**config.mk**
```make
export PLATFORM = sky130hd
export DESIGN_NAME = i2c_slave_addr_detect
export DESIGN_NICKNAME = d
export VERILOG_FILES = /design/src/rtl/i2c_slave_addr_detect.sv
export SDC_FILE = /design/constraint.sdc
export NUM_CORES = 1
export LEC_CHECK = 0
export ABC_AREA = 1
export ABC_CLOCK_PERIOD_IN_PS = 1900
export CAP_MARGIN = 0
export CORE_MARGIN = 4
export CORE_UTILIZATION = 55
export CTS_CLUSTER_DIAMETER = 80
export DETAILED_ROUTE_END_ITERATION = 12
export PLACE_DENSITY = 0.84
export SYNTH_ARGS = -nofsm -noshare
export SYNTH_HDL_FRONTEND = slang
export SYNTH_SLANG_ARGS = --single-unit
```
**constraint.sdc**
```tcl
create_clock -name clock -period 1.9 [get_ports clock]
set_input_delay 0.38 -clock clock [delete_from_list [all_inputs] [get_ports clock]]
set_output_delay 0.38 -clock clock [all_outputs]
set_load 0.01 [all_outputs]
```
**src/rtl/i2c_slave_addr_detect.sv**
```systemverilog
// I2C slave address-phase detector: conditions raw SCL/SDA, tracks START/STOP,
// shifts in the address and R/W bit, ACKs a match and pulses addr_hit.
// Optional macro I2C_SLV_GEN_CALL_EN also ACKs the general-call write (address 0, bus R/W=0).
module i2c_slave_addr_detect #(
  parameter int              ALEN       = 7,
  parameter logic [ALEN-1:0] SLAVE_ADDR = 7'h50,
  parameter int              MODULE_ID  = 0
) (
  input  logic            clock,
  input  logic            rst_n,
  input  logic            enable,
  input  logic            scl_in,
  input  logic            sda_in,
  output logic            sda_oe,
  output logic            start_det,
  output logic            stop_det,
  output logic            bus_busy,
  output logic [ALEN-1:0] rx_addr,
  output logic            addr_rw,
  output logic            addr_hit,
  output logic [3:0]      mid
);

  typedef enum logic [2:0] {SIDLE, SADDR, SCMP, SACK_ARM, SACK, SHOLD, SIGNORE} state_t;

  localparam logic [3:0] CNT_LAST = 4'(ALEN + 1);

  state_t          state_q, state_d;
  logic [3:0]      bit_cnt_q, bit_cnt_d;
  logic [ALEN:0]   shreg_q, shreg_d;
  logic            scl_s1_q, scl_s1_d, scl_s_q, scl_s_d, scl_dly_q, scl_dly_d;
  logic            sda_s1_q, sda_s1_d, sda_s_q, sda_s_d, sda_dly_q, sda_dly_d;
  logic            sda_oe_q, sda_oe_d;
  logic            start_det_q, start_det_d;
  logic            stop_det_q, stop_det_d;
  logic            bus_busy_q, bus_busy_d;
  logic [ALEN-1:0] rx_addr_q, rx_addr_d;
  logic            addr_rw_q, addr_rw_d;
  logic            addr_hit_q, addr_hit_d;

  logic scl_rise, scl_fall, sda_rise, sda_fall, start_cond, stop_cond, addr_match;

  assign scl_rise   = scl_s_q & ~scl_dly_q;
  assign scl_fall   = ~scl_s_q & scl_dly_q;
  assign sda_rise   = sda_s_q & ~sda_dly_q;
  assign sda_fall   = ~sda_s_q & sda_dly_q;
  assign start_cond = sda_fall & scl_s_q;
  assign stop_cond  = sda_rise & scl_s_q;

`ifdef I2C_SLV_GEN_CALL_EN
  assign addr_match = (shreg_q[ALEN:1] == SLAVE_ADDR) ||
                      ((shreg_q[ALEN:1] == '0) && !shreg_q[0]);
`else
  assign addr_match = (shreg_q[ALEN:1] == SLAVE_ADDR);
`endif

  always_comb begin
    state_d     = state_q;
    bit_cnt_d   = bit_cnt_q;
    shreg_d     = shreg_q;
    scl_s1_d    = scl_in;
    scl_s_d     = scl_s1_q;
    scl_dly_d   = scl_s_q;
    sda_s1_d    = sda_in;
    sda_s_d     = sda_s1_q;
    sda_dly_d   = sda_s_q;
    sda_oe_d    = sda_oe_q;
    start_det_d = start_cond;
    stop_det_d  = stop_cond;
    bus_busy_d  = bus_busy_q;
    rx_addr_d   = rx_addr_q;
    addr_rw_d   = addr_rw_q;
    addr_hit_d  = 1'b0;

    if (stop_cond) begin
      state_d    = SIDLE;
      sda_oe_d   = 1'b0;
      bus_busy_d = 1'b0;
    end else if (start_cond) begin
      // START and repeated START both restart the address phase from scratch
      state_d    = SADDR;
      bit_cnt_d  = '0;
      shreg_d    = '0;
      sda_oe_d   = 1'b0;
      bus_busy_d = 1'b1;
    end else begin
      case (state_q)
        SADDR: begin
          if (scl_rise) begin
            shreg_d = {shreg_q[ALEN-1:0], sda_s_q};
            if (bit_cnt_q < CNT_LAST) bit_cnt_d = bit_cnt_q + 4'd1;
            if ((bit_cnt_q + 4'd1) == CNT_LAST) state_d = SCMP;
          end
        end
        SCMP: begin
          rx_addr_d = shreg_q[ALEN:1];
          addr_rw_d = ~shreg_q[0];
          state_d   = addr_match ? SACK_ARM : SIGNORE;
        end
        SACK_ARM: begin
          if (scl_fall) begin
            sda_oe_d = 1'b1;
            state_d  = SACK;
          end
        end
        SACK: begin
          // release after the ACK clock's falling edge, then hand off
          if (scl_fall) begin
            sda_oe_d   = 1'b0;
            addr_hit_d = 1'b1;
            state_d    = SHOLD;
          end
        end
        SIDLE, SHOLD, SIGNORE: ;
        default: state_d = SIDLE;
      endcase
    end

    if (!enable) begin
      state_d     = SIDLE;
      bit_cnt_d   = '0;
      shreg_d     = '0;
      scl_s1_d    = 1'b1;
      scl_s_d     = 1'b1;
      scl_dly_d   = 1'b1;
      sda_s1_d    = 1'b1;
      sda_s_d     = 1'b1;
      sda_dly_d   = 1'b1;
      sda_oe_d    = 1'b0;
      start_det_d = 1'b0;
      stop_det_d  = 1'b0;
      bus_busy_d  = 1'b0;
      addr_hit_d  = 1'b0;
    end
  end

  always_ff @(posedge clock) begin
    if (!rst_n) begin
      state_q     <= SIDLE;
      bit_cnt_q   <= '0;
      shreg_q     <= '0;
      scl_s1_q    <= 1'b1;
      scl_s_q     <= 1'b1;
      scl_dly_q   <= 1'b1;
      sda_s1_q    <= 1'b1;
      sda_s_q     <= 1'b1;
      sda_dly_q   <= 1'b1;
      sda_oe_q    <= 1'b0;
      start_det_q <= 1'b0;
      stop_det_q  <= 1'b0;
      bus_busy_q  <= 1'b0;
      rx_addr_q   <= '0;
      addr_rw_q   <= 1'b0;
      addr_hit_q  <= 1'b0;
    end else begin
      state_q     <= state_d;
      bit_cnt_q   <= bit_cnt_d;
      shreg_q     <= shreg_d;
      scl_s1_q    <= scl_s1_d;
      scl_s_q     <= scl_s_d;
      scl_dly_q   <= scl_dly_d;
      sda_s1_q    <= sda_s1_d;
      sda_s_q     <= sda_s_d;
      sda_dly_q   <= sda_dly_d;
      sda_oe_q    <= sda_oe_d;
      start_det_q <= start_det_d;
      stop_det_q  <= stop_det_d;
      bus_busy_q  <= bus_busy_d;
      rx_addr_q   <= rx_addr_d;
      addr_rw_q   <= addr_rw_d;
      addr_hit_q  <= addr_hit_d;
    end
  end

  assign sda_oe    = sda_oe_q;
  assign start_det = start_det_q;
  assign stop_det  = stop_det_q;
  assign bus_busy  = bus_busy_q;
  assign rx_addr   = rx_addr_q;
  assign addr_rw   = addr_rw_q;
  assign addr_hit  = addr_hit_q;
  assign mid       = 4'(MODULE_ID);

endmodule

```
# Word-level counts from Yosys, hierarchy flattened
# Cells that the tools add are included.
[classes]
addsub = 1
magnitude_cmp = 1
eq_ne = 17
n_mux = 18
bitwise = 17
n_reduce_logical = 16
[ops]
columns = ["cell", "count"]
rows = [
  ["two-way mux 8 bit", 3],
  ["two-way mux 4 bit", 4],
  ["two-way mux 3 bit", 5],
  ["one-hot mux 3 bit (5 select lines)", 1],
  ["!= test 3 bit, second input constant", 4],
  ["inverter 1 bit", 11],
  ["!= test 2 bit, second input constant", 5],
  ["AND reduction 5 bit", 2],
  ["equality test 3 bit, second input constant", 3],
  ["AND reduction 3 bit", 3],
  ["nonzero test 2 bit", 4],
  ["equality test 7 bit, second input constant", 1],
  ["bitwise AND 1 bit", 6],
  ["equality test 3 x 2 -> 1 bit, second input constant", 2],
  ["OR reduction 3 bit", 2],
  ["OR reduction 5 bit", 1],
  ["adder 4 x 1 -> 4 bit, second input constant", 1],
  ["equality test 4 bit, second input constant", 1],
  ["< comparator 4 bit, second input constant", 1],
  ["two-way mux 1 bit", 4],
  ["AND reduction 4 bit", 1],
  ["OR reduction 4 bit", 1],
  ["equality test 3 x 1 -> 1 bit, second input constant", 1],
  ["zero test 3 bit", 1],
  ["2 further kinds", 2],
]
[word_totals]
regBits = 34
input_bits = 5
output_inout_bits = 17
word_cells = 87

# Depth between registers and ports, before layout
# Gate-level depths: netlist (run 1).
[depth]
depth_word = 6
ltp_mapped = 10
depth_no_buf = 10

# Worst setup path before layout (run 1)
# Ideal clock, no wire load.
[synth_path]
path_type = "register -> register"
start = "register state_q[0]"
end = "register bit_cnt_q[0]"
setup_ns = 0.113
arrival_ns = 1.115
required_time_ns = 1.787
setup_slack_ns = 0.673
stages_incl_launch_ff = 8
path_buffers = 0
synth_period_minus_slack_ns = 1.227
cell_sequence = "dfxtp_1 -> nand3_2 -> o21ai_2 -> nand2_4 -> nor2_4 -> o21ai_1 -> nand2_1 -> nor2_1"
[synth_between]
elab_chain_len = 3
[synth_rtl]
columns = ["element", "line", "source"]
rows = [
  ["start, declared", "28", "state_t state_q, state_d;"],
  ["start signal, assigned", "156", "state_q <= state_d;"],
  ["equality test 3 x 1 -> 1 bit", "87", "case (state_q)"],
  ["nonzero test 2 bit (no source line)", "-", ""],
  ["AND reduction 4 bit (no source line)", "-", ""],
  ["end signal, assigned", "157", "bit_cnt_q <= bit_cnt_d;"],
  ["end, declared", "29", "logic [3:0] bit_cnt_q, bit_cnt_d;"],
]
# No other way between the ends.
# A chain may end at the register's enable or synchronous reset.

# Final worst setup path (run 1)
[layout_path]
start = "register rx_addr_q[1] (netlist: rx_addr[1])"
end = "output port rx_addr[1]"
[layout_lines]
columns = ["element", "line", "source"]
rows = [
  ["start, declared", "37", "logic [ALEN-1:0] rx_addr_q, rx_addr_d;"],
  ["start signal, assigned", "169", "rx_addr_q <= rx_addr_d;"],
  ["end, declared", "18", "output logic [ALEN-1:0] rx_addr,"],
]
# No word-level cell between the ends.

==> results of run 1 <==
cells in the mapped netlist:
cell,number
a21oi_1,15
buf_2,1
buf_4,4
clkbuf_1,1
conb_1,1
dfxtp_1,34
ha_1,1
inv_1,18
inv_2,1
nand2_1,46
nand2_4,1
nand3_1,11
nand3_2,2
nand4_1,1
nor2_1,33
nor2_2,1
nor2_4,1
nor3_1,2
nor3_4,1
o211ai_1,1
o21ai_0,10
o21ai_1,1
o21ai_2,1
or2_2,4
routing by layer:
metal,track usage,vias up,part of all wire
met5,0,-,0
met1,0.207,592,0.42
met3,0.0702,5,0.045
li1,-,652,-
met2,0.329,28,0.52
met4,0.0971,0,0.015
state kept, by name, indices dropped and copies added (netlist names):
signal     count
shreg_q        8
rx_addr        7
bit_cnt_q      4
state_q        3
addr_hit       1
addr_rw        1
bus_busy       1
scl_dly_q      1
scl_s1_q       1
scl_s_q        1
sda_dly_q      1
sda_oe         1
sda_s1_q       1
sda_s_q        1
start_det      1
stop_det       1
power groups by stage:
stage	logic (mW)	registers, mW	clock network [mW]
2_1_floorplan	0.0368	0.739	0
3_3_place_gp	0.0563	0.738	0
3_5_place_dp	0.0586	0.739	0
4_1_cts	0.0588	0.722	0.365
5_1_grt	0.0659	0.723	0.402
6_report	0.0593	0.722	0.363
layout make-up:
class | instances | area, µm²
Sequential cell | 34 | 681
Timing Repair Buffer | 22 | 208
Multi-Input combinational cell | 136 | 632
Fill cell | 204 | 781
Clock buffer | 7 | 45.0
Inverter | 19 | 71.3
Tap cell | 30 | 37.5
cells by family (layout without fill, tap and decap cells):
kind of cell	Yosys count	count (layout)	synth area share
buf+inv	25	48	0.0780
other cells	1	4	0.00266
compound gates	28	28	0.104
simple gates	103	103	0.324
flops	34	34	0.482
fa+ha+maj	1	1	0.00886
worst paths after layout:
| kind | to | slack, ns | cells after the start | startpoint |
|---|---|---|---|---|
| worst min-delay path | sda_s_q | 0.42 | 1 | sda_s1_q |
| worst max register to register | state_q[0] | 0.44 | 10 | bit_cnt_q[0] |
| worst max-delay path | rx_addr[1] | 0.29 | 1 | rx_addr[1] |
| worst min register to register | sda_s_q | 0.42 | 1 | sda_s1_q |
metrics by stage:
step	power, mW	hold slack, ns	utilization	std cells
after floorplan	0.776	0.393	-	195
after global placement	0.795	0.395	0.664	241
after detailed placement	0.797	0.405	0.664	241
after CTS	1.15	0.426	0.682	248
after global routing	1.19	0.428	0.682	248
final	1.14	0.422	0.682	248
==> results.md, run 1 <==
- Status: complete, no violations
- Clock Path Buffers: 2
- Fraction of post-synthesis cell area in the top cell type by area: 0.482
- RD Place Congestion: 0.799
- Yosys warning count: 0
- Buf/Inv on CP: 1
- Port bufs: 17
- Crit. End Element: output port
- Clk sinks: 34
- Worst-skew pair later-pin latency: approximately 0.33 ns
- Clock power frac: 0.317
- Worst Path Max Fanout: 2
- CTS tree: done
- Sequential share of power: 0.631
- CTS resizes: 0
- Post-Route WL: 2950 µm
- Hold-fix buffers, CTS: 0
- Critical path's top delay family: buffers and inverters
- Min Clock Period, post-route: 1.61 ns
- Clk root buf: clkbuf_4
- Inserted Clock Buffers: 5
- Setup WS post-layout: 0.290 ns
- Clk_skew: 0.0112 ns
- Final Hold Fails: 0
- Vias per cell: 5.15
- Max Freq: 621 MHz
- Nets: 224
- Pint: between 800 and 900 µW
- Ports: 22
- Die X: 58.7 µm
- Initial antenna violation count: 0
- VDD IR max: 0.000509 V
- CP Cell Sequence: clkdlybuf4s50_1
- Avg WL per Cell: between 10 and 15 µm
- Post-synth cell types: 24
- Cell area after placement: ~1600 µm²
- Setup repair after global routing missed its margin: false
- NetSw: ~260 µW
- Clock transition at path regs: 0.10 ns
- Core box area: 2450 µm²
- Worst EP arrival: approximately 1.2 ns
- Final Slew Violations: 0
- Syn Std Cell Area: about 1400 µm²
- Initial DRC Count: 35
- Commonest non-fill, non-tap cell in the layout: nand2_1
- DIE AREA: roughly 3400 µm²
- Share of cells above drive strength 1: 0.101
- Pin count of the biggest net entering global routing: 17
- Detailed Place HPWL: 2220 µm
- Drt pass-1 iters: 4
- Area grow syn2layout: 18.6%
- Initial standard-cell utilization of the core: 0.575
- # rows: 18
- Critical Path Slowest Stage Cell: clkdlybuf4s50_1
- Cell types occupying the most area after synthesis: dfxtp_1, nand2_1, nor2_1
- Switching share of power: 0.229
- CP Class: reg2out
- Hold crit path type: reg2reg
- Crit path launch type: flip-flop
- Grt ovf: 0
- Via count: between 1000 and 1500
- Total track usage: 0.192
- Global-route wire length before repair: 4930 µm
- Pre-CTS WS: 0.289 ns
- TNS Setup: 0 ns
- Syn_area_per_cell: 7.35 µm²
- # setup viols final: 0
- Comb pwr share: 0.052
- Buffer count from post-CTS setup fixing: 0
- DRC Markers: 0
- Max_cap viols: 0
- Dominant cell type by area after synthesis: dfxtp_1
- CTS H-Tree Depth: 2
- Vias in the first global route: 1230
- Req. time, crit path: 1.52 ns
- Synth Instances: 192
- Leakage: 0.733 nW
- PwrDens: approximately 700 nW/µm²
- Worst path max stage delay: 0.55 ns
- Tcrit/Tclk final: 0.847
- Post-Layout Inst Area: 1670 µm²
- Commonest cells after routing, fill and taps aside: nand2_1, dfxtp_1, nor2_1, inv_1, clkdlybuf4s50_1
- Die height: 58.7 µm
- Register area share after synthesis: 0.482
- Diodes inserted: 0
- Final ANT Viol Nets: 0
- Seq cells post-synth: 34
(Power assumes the default switching activity.)
==> run 2: changes to the inputs <==
Settings changed: ABC_CLOCK_PERIOD_IN_PS 1900 to 1400, CORE_UTILIZATION 55 to 47, PLACE_DENSITY 0.84 to 0.77.
Clock period 1.9 ns to 1.4 ns, I/O delays scaled along.
==> results.md, run 2 (synthesized netlist as in run 1, its figures left out) <==
- Nets: 235
- Clk_skew: 0.00704 ns
- Max reg flops: 8
- Req. time, crit path: 1.66 ns
- Grt ovf: 0
- Worst path max stage delay: roughly 0.38 ns
- Final Hold Fails: 0
- Critical Path Slowest Stage Cell: dfxtp_1
- Placed cells: 250
- RD Place Congestion: roughly 0.80
- Max_cap viols: 0
- Vias in the first global route: 1092
- Die X: about 63 µm
- Min Clock Period, post-route: about 1.3 ns
- Ports: 22
- Max Freq: 780 MHz
- CP Cell Sequence: inv_2 > nand3_4 > o21ai_4 > nand2_4 > nor2_4 > nand3_1 > a21oi_1
- Vias per cell: 4.89
- Worst EP arrival: 1.54 ns
- DIE AREA: 3940 µm²
- Total track usage: 0.154
- Leakage: 0.873 nW
- Initial antenna violation count: 0
- Status: complete, no violations
- Port bufs: 17
- Initial standard-cell utilization of the core: 0.503
- Reg2Reg Depth: 7
- Final ANT Viol Nets: 0
- Clk sinks: 34
- Clock transition at path regs: 0.10 ns
- # setup viols final: 0
- Commonest non-fill, non-tap cell in the layout: nand2_1
- Total Power: 1.80 mW
- Commonest cells after routing, fill and taps aside: nand2_1, nor2_1, dfxtp_1, inv_1, buf_4
- Hold crit path type: reg2reg
- CTS tree: done
- PwrDens: between 900 and 1000 nW/µm²
- Inserted Clock Buffers: 5
- CTS H-Tree Depth: 2
- Initial DRC Count: 73
- Tcrit/Tclk final: 0.916
- Via count: 1272
- Reg with most FFs: shreg_q
- Crit. End Element: flip-flop
- Clk root buf: clkbuf_4
- Clock Path Buffers: 2
- Drt pass-1 iters: 4
- Core box area: 2810 µm²
- CP Class: reg2reg
- Avg WL per Cell: approximately 11 µm
- Die height: 62.8 µm
- Hold-fix buffers, CTS: 0
- VDD IR max: between 0.0007 and 0.0008 V
- Worst hold stages: 1
- Final Slew Violations: 0
- Worst Path Max Fanout: 5
- Diodes inserted: 0
- Global-route wire length before repair: between 4000 and 5000 µm
- DRC Markers: 0
- Post-Route WL: 2840 µm
- Detailed Place HPWL: between 2000 and 2500 µm
- # rows: 19
- Area grow syn2layout: 29.8%
- Pin count of the biggest net entering global routing: 11
- Crit path launch type: flip-flop
- Share of cells above drive strength 1: 0.214
- Fin cells: 260
- Worst-skew pair later-pin latency: 0.33 ns
[run 2: cell types whose count changed in the layout (fill, tap and decap cells not counted), sizes merged]
| cell | previous run | this run |
|---|---|---|
| buf | 5 | 16 |
| bufinv | 0 | 1 |
| clkbuf | 7 | 6 |
| clkdlybuf4s50 | 17 | 4 |
| dlygate4sd2 | 0 | 13 |
[run 2: metal layers]
layer | up-vias | global-route usage | share of wire
li1 | 676 | - | -
met1 | 560 | 0.208 | 0.49
met2 | 32 | 0.225 | 0.44
met3 | 4 | 0.0540 | 0.060
met4 | 0 | 0.0579 | 0.019
met5 | - | 0 | 0
[run 2: final cells by class]
class	instances	area [µm²]
flip-flops and latches	34	692
multi-input cells	136	674
clock buffers	6	51.3
clock inverters	1	30.0
repair buffers	33	274
inverters	19	71.3
fillers	267	973
well taps	31	38.8
[run 2: path summary, 6_finish.rpt]
check | slack, ns | from | endpoint
max | 0.12 | state_q[2] | bit_cnt_q[1]
min | 0.42 | sda_s1_q | sda_s_q
min reg2reg | 0.42 | sda_s1_q | sda_s_q
max reg2reg | 0.12 | state_q[2] | bit_cnt_q[1]
[run 2: where the power goes]
part | internal (mW) | switching, mW
logic | 0.0403 | 0.0485
registers | 0.974 | 0.00531
clock network | 0.416 | 0.315
total | 1.43 | 0.369
[run 2: stage by stage]
stage	util	TNS [ns]	hold slack (ns)	setup WS [ns]	cell area [µm²]
after floorplan	-	0	0.387	0.173	1420
after global placement	0.603	-0.170	0.394	-0.0326	1690
after detailed placement	0.603	-0.282	0.400	-0.0725	1690
after CTS	0.626	0	0.425	0.0214	1760
after global routing	0.653	-0.0423	0.446	-0.0232	1830
final	0.653	0	0.418	0.118	1830
[run 2: repair_timing]
item | in CTS | in global routing
resized for setup | 13 | 18
buffers inserted | 0 | 3
setup endpoints to repair | 13 | 23
hold endpoints to repair | 0 | 0
pin swaps | 0 | 3
[run 2: worst max-delay path, delay by kind of cell, from the launching register on]
kind / cells / cell delay (ns)
AO/OA/AOI/OAI: 2 / 0.31
AND/OR/NAND/NOR: 4 / 0.41
buffers and inverters: 1 / 0.12
flip-flops: 1 / 0.38
